File: config.mk
export PLATFORM = sky130hd
export DESIGN_NAME = pattern_seq_ctrl
export DESIGN_NICKNAME = d
export VERILOG_FILES = /design/src/rtl/pattern_ctrl_pkg.sv /design/src/rtl/frame_edge_det.sv /design/src/rtl/pattern_seq_ctrl.sv
export SDC_FILE = /design/constraint.sdc
export NUM_CORES = 1
export LEC_CHECK = 0
export CORE_UTILIZATION = 53
export CTS_CLUSTER_DIAMETER = 40
export DETAILED_ROUTE_END_ITERATION = 10
export GPL_TIMING_DRIVEN = 1
export PLACE_DENSITY_LB_ADDON = 0.08
export SLEW_MARGIN = 15
export SYNTH_ARGS = -nofsm -noshare
export SYNTH_HDL_FRONTEND = slang
export SYNTH_SLANG_ARGS = --single-unit
export TNS_END_PERCENT = 5
File: constraint.sdc
create_clock -name in_pclk -period 3.15 [get_ports in_pclk]
set_clock_uncertainty 0.15 [all_clocks]
set_input_delay 0.4725 -clock in_pclk [delete_from_list [all_inputs] [get_ports in_pclk]]
set_output_delay 0.4725 -clock in_pclk [all_outputs]
set_load 0.005 [all_outputs]
File: src/rtl/pattern_ctrl_pkg.sv
// Shared constants and state encoding for the pattern sequencing controller.
package pattern_ctrl_pkg;

    localparam int unsigned PATTERN_W = 3;

    localparam logic [PATTERN_W-1:0] PAT_FRAME_GREY = 3'd0;
    localparam logic [PATTERN_W-1:0] PAT_V_BARS     = 3'd1;
    localparam logic [PATTERN_W-1:0] PAT_H_BARS     = 3'd2;
    localparam logic [PATTERN_W-1:0] PAT_RAMP       = 3'd3;
    localparam logic [PATTERN_W-1:0] PAT_RANDOM     = 3'd4;

    typedef enum logic [1:0] {
        IDLE = 2'd0,
        RUN  = 2'd1,
        PEND = 2'd2
    } state_t;

endpackage

File: src/rtl/frame_edge_det.sv
// Frame boundary detector: a boundary is a 1->0 transition of vsync.
module frame_edge_det (
    input  logic clk,
    input  logic rst,
    input  logic vs,
    output logic fs_c
);

    logic vs_d;

    // Delay vsync by one cycle for edge detection.
    always_ff @(posedge clk) begin
        if (rst) begin
            vs_d <= 1'b0;
        end else begin
            vs_d <= vs;
        end
    end

    assign fs_c = ~vs & vs_d;

endmodule

File: src/rtl/pattern_seq_ctrl.sv
// Frame-synchronous pattern select controller with command and auto-cycle paths.
module pattern_seq_ctrl
    import pattern_ctrl_pkg::*;
#(
    parameter int unsigned NUM_PATTERNS    = 5,
    parameter int unsigned DWELL_WIDTH     = 8,
    parameter int unsigned DEFAULT_DWELL   = 60,
    parameter int unsigned FRAME_CNT_WIDTH = 16
) (
    input  logic                       in_pclk,
    input  logic                       in_rst,
    input  logic                       in_vs,
    input  logic                       in_auto_en,
    input  logic                       in_cmd_valid,
    output logic                       out_cmd_ready,
    input  logic [PATTERN_W-1:0]       in_cmd_pattern,
    input  logic [DWELL_WIDTH-1:0]     in_cmd_dwell,
    output logic [PATTERN_W-1:0]       out_pattern,
    output logic                       out_pattern_update,
    output logic                       out_frame_start,
    output logic [FRAME_CNT_WIDTH-1:0] out_frame_cnt,
    output logic                       out_cmd_err
);

    localparam int unsigned CODE_W = PATTERN_W + 1;
    localparam logic [CODE_W-1:0]    NUM_PAT  = CODE_W'(NUM_PATTERNS);
    localparam logic [PATTERN_W-1:0] LAST_PAT = PATTERN_W'(NUM_PATTERNS - 1);

    state_t                       state, state_nx;
    logic                         fs;
    logic                         accept, illegal;
    logic [PATTERN_W-1:0]         pattern_nx;
    logic                         update_nx, frame_start_nx, err_nx, ready_nx;
    logic [FRAME_CNT_WIDTH-1:0]   frame_cnt_nx;
    logic [DWELL_WIDTH-1:0]       dwell_cnt, dwell_cnt_nx;
    logic [DWELL_WIDTH-1:0]       dwell_lim, dwell_lim_nx;
    logic [PATTERN_W-1:0]         cmd_pat, cmd_pat_nx;
    logic [DWELL_WIDTH-1:0]       cmd_dwell, cmd_dwell_nx;

    frame_edge_det u_edge (
        .clk  (in_pclk),
        .rst  (in_rst),
        .vs   (in_vs),
        .fs_c (fs)
    );

    assign accept  = in_cmd_valid & out_cmd_ready;
    assign illegal = {1'b0, in_cmd_pattern} >= NUM_PAT;

    // State register.
    always_ff @(posedge in_pclk) begin
        if (in_rst) begin
            state <= IDLE;
        end else begin
            state <= state_nx;
        end
    end

    // Next state and registered-output values; a boundary uses the command held
    // before this cycle, so a coincident accept waits for the next boundary.
    always_comb begin
        state_nx       = state;
        pattern_nx     = out_pattern;
        update_nx      = 1'b0;
        frame_start_nx = 1'b0;
        frame_cnt_nx   = out_frame_cnt;
        err_nx         = 1'b0;
        dwell_cnt_nx   = dwell_cnt;
        dwell_lim_nx   = dwell_lim;
        cmd_pat_nx     = cmd_pat;
        cmd_dwell_nx   = cmd_dwell;

        if (fs) begin
            frame_start_nx = 1'b1;
            frame_cnt_nx   = out_frame_cnt + FRAME_CNT_WIDTH'(1);
            unique case (state)
                IDLE: state_nx = RUN;
                PEND: begin
                    pattern_nx   = cmd_pat;
                    dwell_lim_nx = cmd_dwell;
                    dwell_cnt_nx = '0;
                    update_nx    = 1'b1;
                    state_nx     = RUN;
                end
                RUN: begin
                    if (in_auto_en && (dwell_lim != '0) &&
                        (dwell_cnt == dwell_lim - DWELL_WIDTH'(1))) begin
                        pattern_nx   = (out_pattern == LAST_PAT) ? '0
                                                                 : out_pattern + PATTERN_W'(1);
                        dwell_cnt_nx = '0;
                        update_nx    = 1'b1;
                    end else if (dwell_cnt != '1) begin
                        dwell_cnt_nx = dwell_cnt + DWELL_WIDTH'(1);
                    end
                end
                default: state_nx = IDLE;
            endcase
        end

        if (accept) begin
            cmd_pat_nx   = illegal ? LAST_PAT : in_cmd_pattern;
            cmd_dwell_nx = in_cmd_dwell;
            err_nx       = illegal;
            state_nx     = PEND;
        end

        ready_nx = (state_nx != PEND);
    end

    // Output and datapath registers.
    always_ff @(posedge in_pclk) begin
        if (in_rst) begin
            out_pattern        <= '0;
            out_pattern_update <= 1'b0;
            out_frame_start    <= 1'b0;
            out_frame_cnt      <= '0;
            out_cmd_err        <= 1'b0;
            out_cmd_ready      <= 1'b1;
            dwell_cnt          <= '0;
            dwell_lim          <= DWELL_WIDTH'(DEFAULT_DWELL);
            cmd_pat            <= '0;
            cmd_dwell          <= '0;
        end else begin
            out_pattern        <= pattern_nx;
            out_pattern_update <= update_nx;
            out_frame_start    <= frame_start_nx;
            out_frame_cnt      <= frame_cnt_nx;
            out_cmd_err        <= err_nx;
            out_cmd_ready      <= ready_nx;
            dwell_cnt          <= dwell_cnt_nx;
            dwell_lim          <= dwell_lim_nx;
            cmd_pat            <= cmd_pat_nx;
            cmd_dwell          <= cmd_dwell_nx;
        end
    end

endmodule

==> results.py <==
metrics = {
    "synthesis": {
        "ys_ff_latch": 53,
        "synth.most_common_cell": "dfxtp_1",
        "synth_edf_count": 0,
        "yosysTopAreaCell": "dfxtp_1",
        "netlist_area_sq_mm": 0.00252,
        "avgSynthCellArea_sq_um": 8.82,
        "synthCells": 286,
        "synth_seq_area_share": 0.420,
        "synth_nets": 311,
        "async_flop_share": 0,
        "ys.flop_type": "dfxtp_1",
        "ys_warn_count": 0,
        "yosys-top-cells-count": "dfxtp_1, nand2_1, nor2_1",
        "synthTopCellsByArea": "dfxtp_1, xor2_1, nand2_1",
        "synth_cell_types": 46,
        "netlist.area_leader.share": 0.420,
    },
    "die": {
        "fp.dieH_microns": 71.0,
        "dieArea_sq_mm": 0.00504,
        "io_pins": 39,
        "core_area_sq_mm": 0.00447,
        "chipWidth_microns": 71.0,
        "rows": 24,
        "start_util": 0.564,
    },
    "layout": {
        "nets": 346,
        "num_antenna_cells": 0,
        "drive_above_1_share": 0.0528,
        "final_cell_area_sq_mm": 0.00298,
        "layoutNonFillerInstCount": 374,
        "syn2layout_area_growth_pct": 18.0,
        "fin_util": 0.666,
    },
    "global_routing": {
        "track_usage": 0.213,
        "grt_pass1_vias": 1911,
        "gr-total-overflow": 0,
        "antenna_found_initial": 0,
        "grt_max_degree": 42,
        "grt_pass1_wl_mm": 8.62,
    },
    "clock_network": {
        "clk_path_buf_depth": 2,
        "cts_tree": "built",
        "clock-root-buffer": "clkbuf_8",
        "path_clk_slew_ps": 90,
        "post_cts_buffers": 0,
        "h-tree-depth": 2,
        "clock-sinks": 53,
        "cts_made_buffers": 5,
        "ctsResizeCount": 0,
        "insertion_delay_ps": 300,
        "ctsHoldBuffers": 0,
    },
    "route": {
        "postRouteAntennaNets": 0,
        "drcViolationCount": 2,
        "drtIter0Drc": 111,
        "drtPass1Iterations": 7,
        "vias": 2043,
        "wl_mm": 5.02,
        "routedWlPerCell_microns": 13.4,
        "vias_per_cell": 5.46,
    },
    "critical_path": {
        "crit_fanout": 6,
        "r2r_cells": 8,
        "cp-start-kind": "flip-flop",
        "crit_type": "reg2reg",
        "worstPathRequired_ps": 3210,
        "r2r_slack_ps": 570,
        "regToRegStartpoint": "dwell_lim[0]",
        "worstPathArrival_ps": 2650,
        "critPathCaptureType": "flip-flop",
        "r2r-end": "out_pattern[2]",
    },
    "min_path": {
        "hold_start": "cmd_dwell[5]",
        "hold_path_end": "cmd_dwell[5]",
        "hold_depth": 2,
        "hold_path.class": "reg2reg",
    },
    "run": {
        "cap_violations": 0,
    },
    "pwr": {
        "power_density_mw_per_mm2": 389,
        "vdd_drop_max_v": 0.000288,
        "leakagePower_nw": 1.05,
    },
    "placement": {
        "place_congestion": 0.742,
        "postPlaceCellArea_sq_mm": 0.00290,
        "dp_hpwl_mm": 3.61,
        "portBuffers": 38,
        "dp.cells": 366,
    },
    "timing": {
        "hold_viol_final": 0,
        "fmaxAchievable_mhz": 387,
        "tightest_slew_ps": 501,
        "period_share": 0.821,
        "finalSetupTns_ps": 0,
        "slew_headroom": 0.666,
        "setup_viol": 0,
        "holdWs_ps": 304,
        "period_needed_ps": 2580,
        "grt_setup_unrepaired": "no",
        "drv_slew": 0,
    },
    "run_status": {
        "failed_checks": "design-rule violations",
        "status": "complete, but fails checks",
    },
}
[where the power goes]
group / total (mW) / switching (mW) / internal, mW / leakage (nW)
sequential: 0.695 / 0.0105 / 0.685 / 0.430
clock: 0.369 / 0.210 / 0.159 / 0.0395
combinational: 0.0933 / 0.0492 / 0.0441 / 0.581
[sequential cells by signal (all words and copies together), names as in the netlist]
name / cells
out_frame_start: 1
out_frame_cnt: 16
u_edge.vs_d: 1
out_pattern_update: 1
dwell_lim: 8
cmd_pat: 3
out_pattern: 3
cmd_dwell: 8
dwell_cnt: 8
state: 2
out_cmd_err: 1
out_cmd_ready: 1
[how the worst max path moves through the flow]
stage / slack [ps] / start / depth (start not counted) / to
3_5_place_dp: 600 / dwell_lim[0] / 8 / out_pattern[2]
6_report: 570 / dwell_lim[0] / 8 / out_pattern[2]
5_1_grt: 440 / dwell_lim[0] / 8 / out_pattern[2]
4_1_cts: 580 / dwell_lim[0] / 8 / out_pattern[2]
3_3_place_gp: 690 / dwell_lim[0] / 8 / out_pattern[0]
2_1_floorplan: 800 / dwell_lim[0] / 8 / out_pattern[1]
[placed cells by master (no fill, tap or decap), types with 2 or more instances in the layout]
cell             count
xor2_1              19
a211o_1              3
inv_1                8
and3_1               5
ha_1                 9
xnor2_1              6
and3_2               2
and2_1               2
or3_1                2
a311oi_1             2
nand2b_1             8
o21ai_0              4
o22ai_1              3
nand4_1              8
a31oi_1              2
nand3b_1             2
clkbuf_1             3
and4_1               2
mux2i_1              3
or4_1                3
dfxtp_1             53
buf_4                2
clkdlybuf4s50_1     38
a21oi_1             23
nor2_1              27
nor3_1               5
nand2_1             39
nand3_1             13
clkbuf_8             5
nor2b_1              3
o31ai_1              3
[cell families (layout without fill, tap and decap cells)]
group | Yosys count | after routing | synth area share
xor+xnor | 25 | 25 | 0.0868
simple gates | 126 | 126 | 0.251
compound gates | 50 | 50 | 0.139
mux | 3 | 3 | 0.0119
buf+inv | 20 | 56 | 0.0461
fa+ha+maj | 9 | 9 | 0.0446
flops | 53 | 53 | 0.420
[layout make-up]
cell class                 count  area [sq um]
timing repair buffer          40           395
multi-input combinational    213          1350
fill                         380          1500
sequential                    53          1060
tap                           52          65.1
clock buffer                   8          80.1
inverter                       8          30.0
[critical path, stage by stage (launching register included)]
cell and delay [ps]:
dfxtp_1 450, inv_1 100, ha_1 290, o21ba_1 190, a221o_1 370, a22oi_4 200, a31oi_4 140, or4_1 520
o31ai_1 90
[metal layers]
| layer | vias to the layer above | share of wire | global-route usage |
|---|---|---|---|
| met5 | - | 0 | 0 |
| met4 | 0 | 0.0066 | 0.0578 |
| met3 | 4 | 0.031 | 0.0499 |
| met2 | 29 | 0.45 | 0.342 |
| met1 | 946 | 0.51 | 0.288 |
| li1 | 1064 | - | - |
[per-stage QoR]
step | setup WS (ps) | total power, mW
after floorplan | 804 | 0.768
after global placement | 693 | 0.803
after detailed placement | 603 | 0.804
after CTS | 582 | 1.17
after global routing | 441 | 1.21
final | 565 | 1.16
Power figures use the tool's default switching activity.
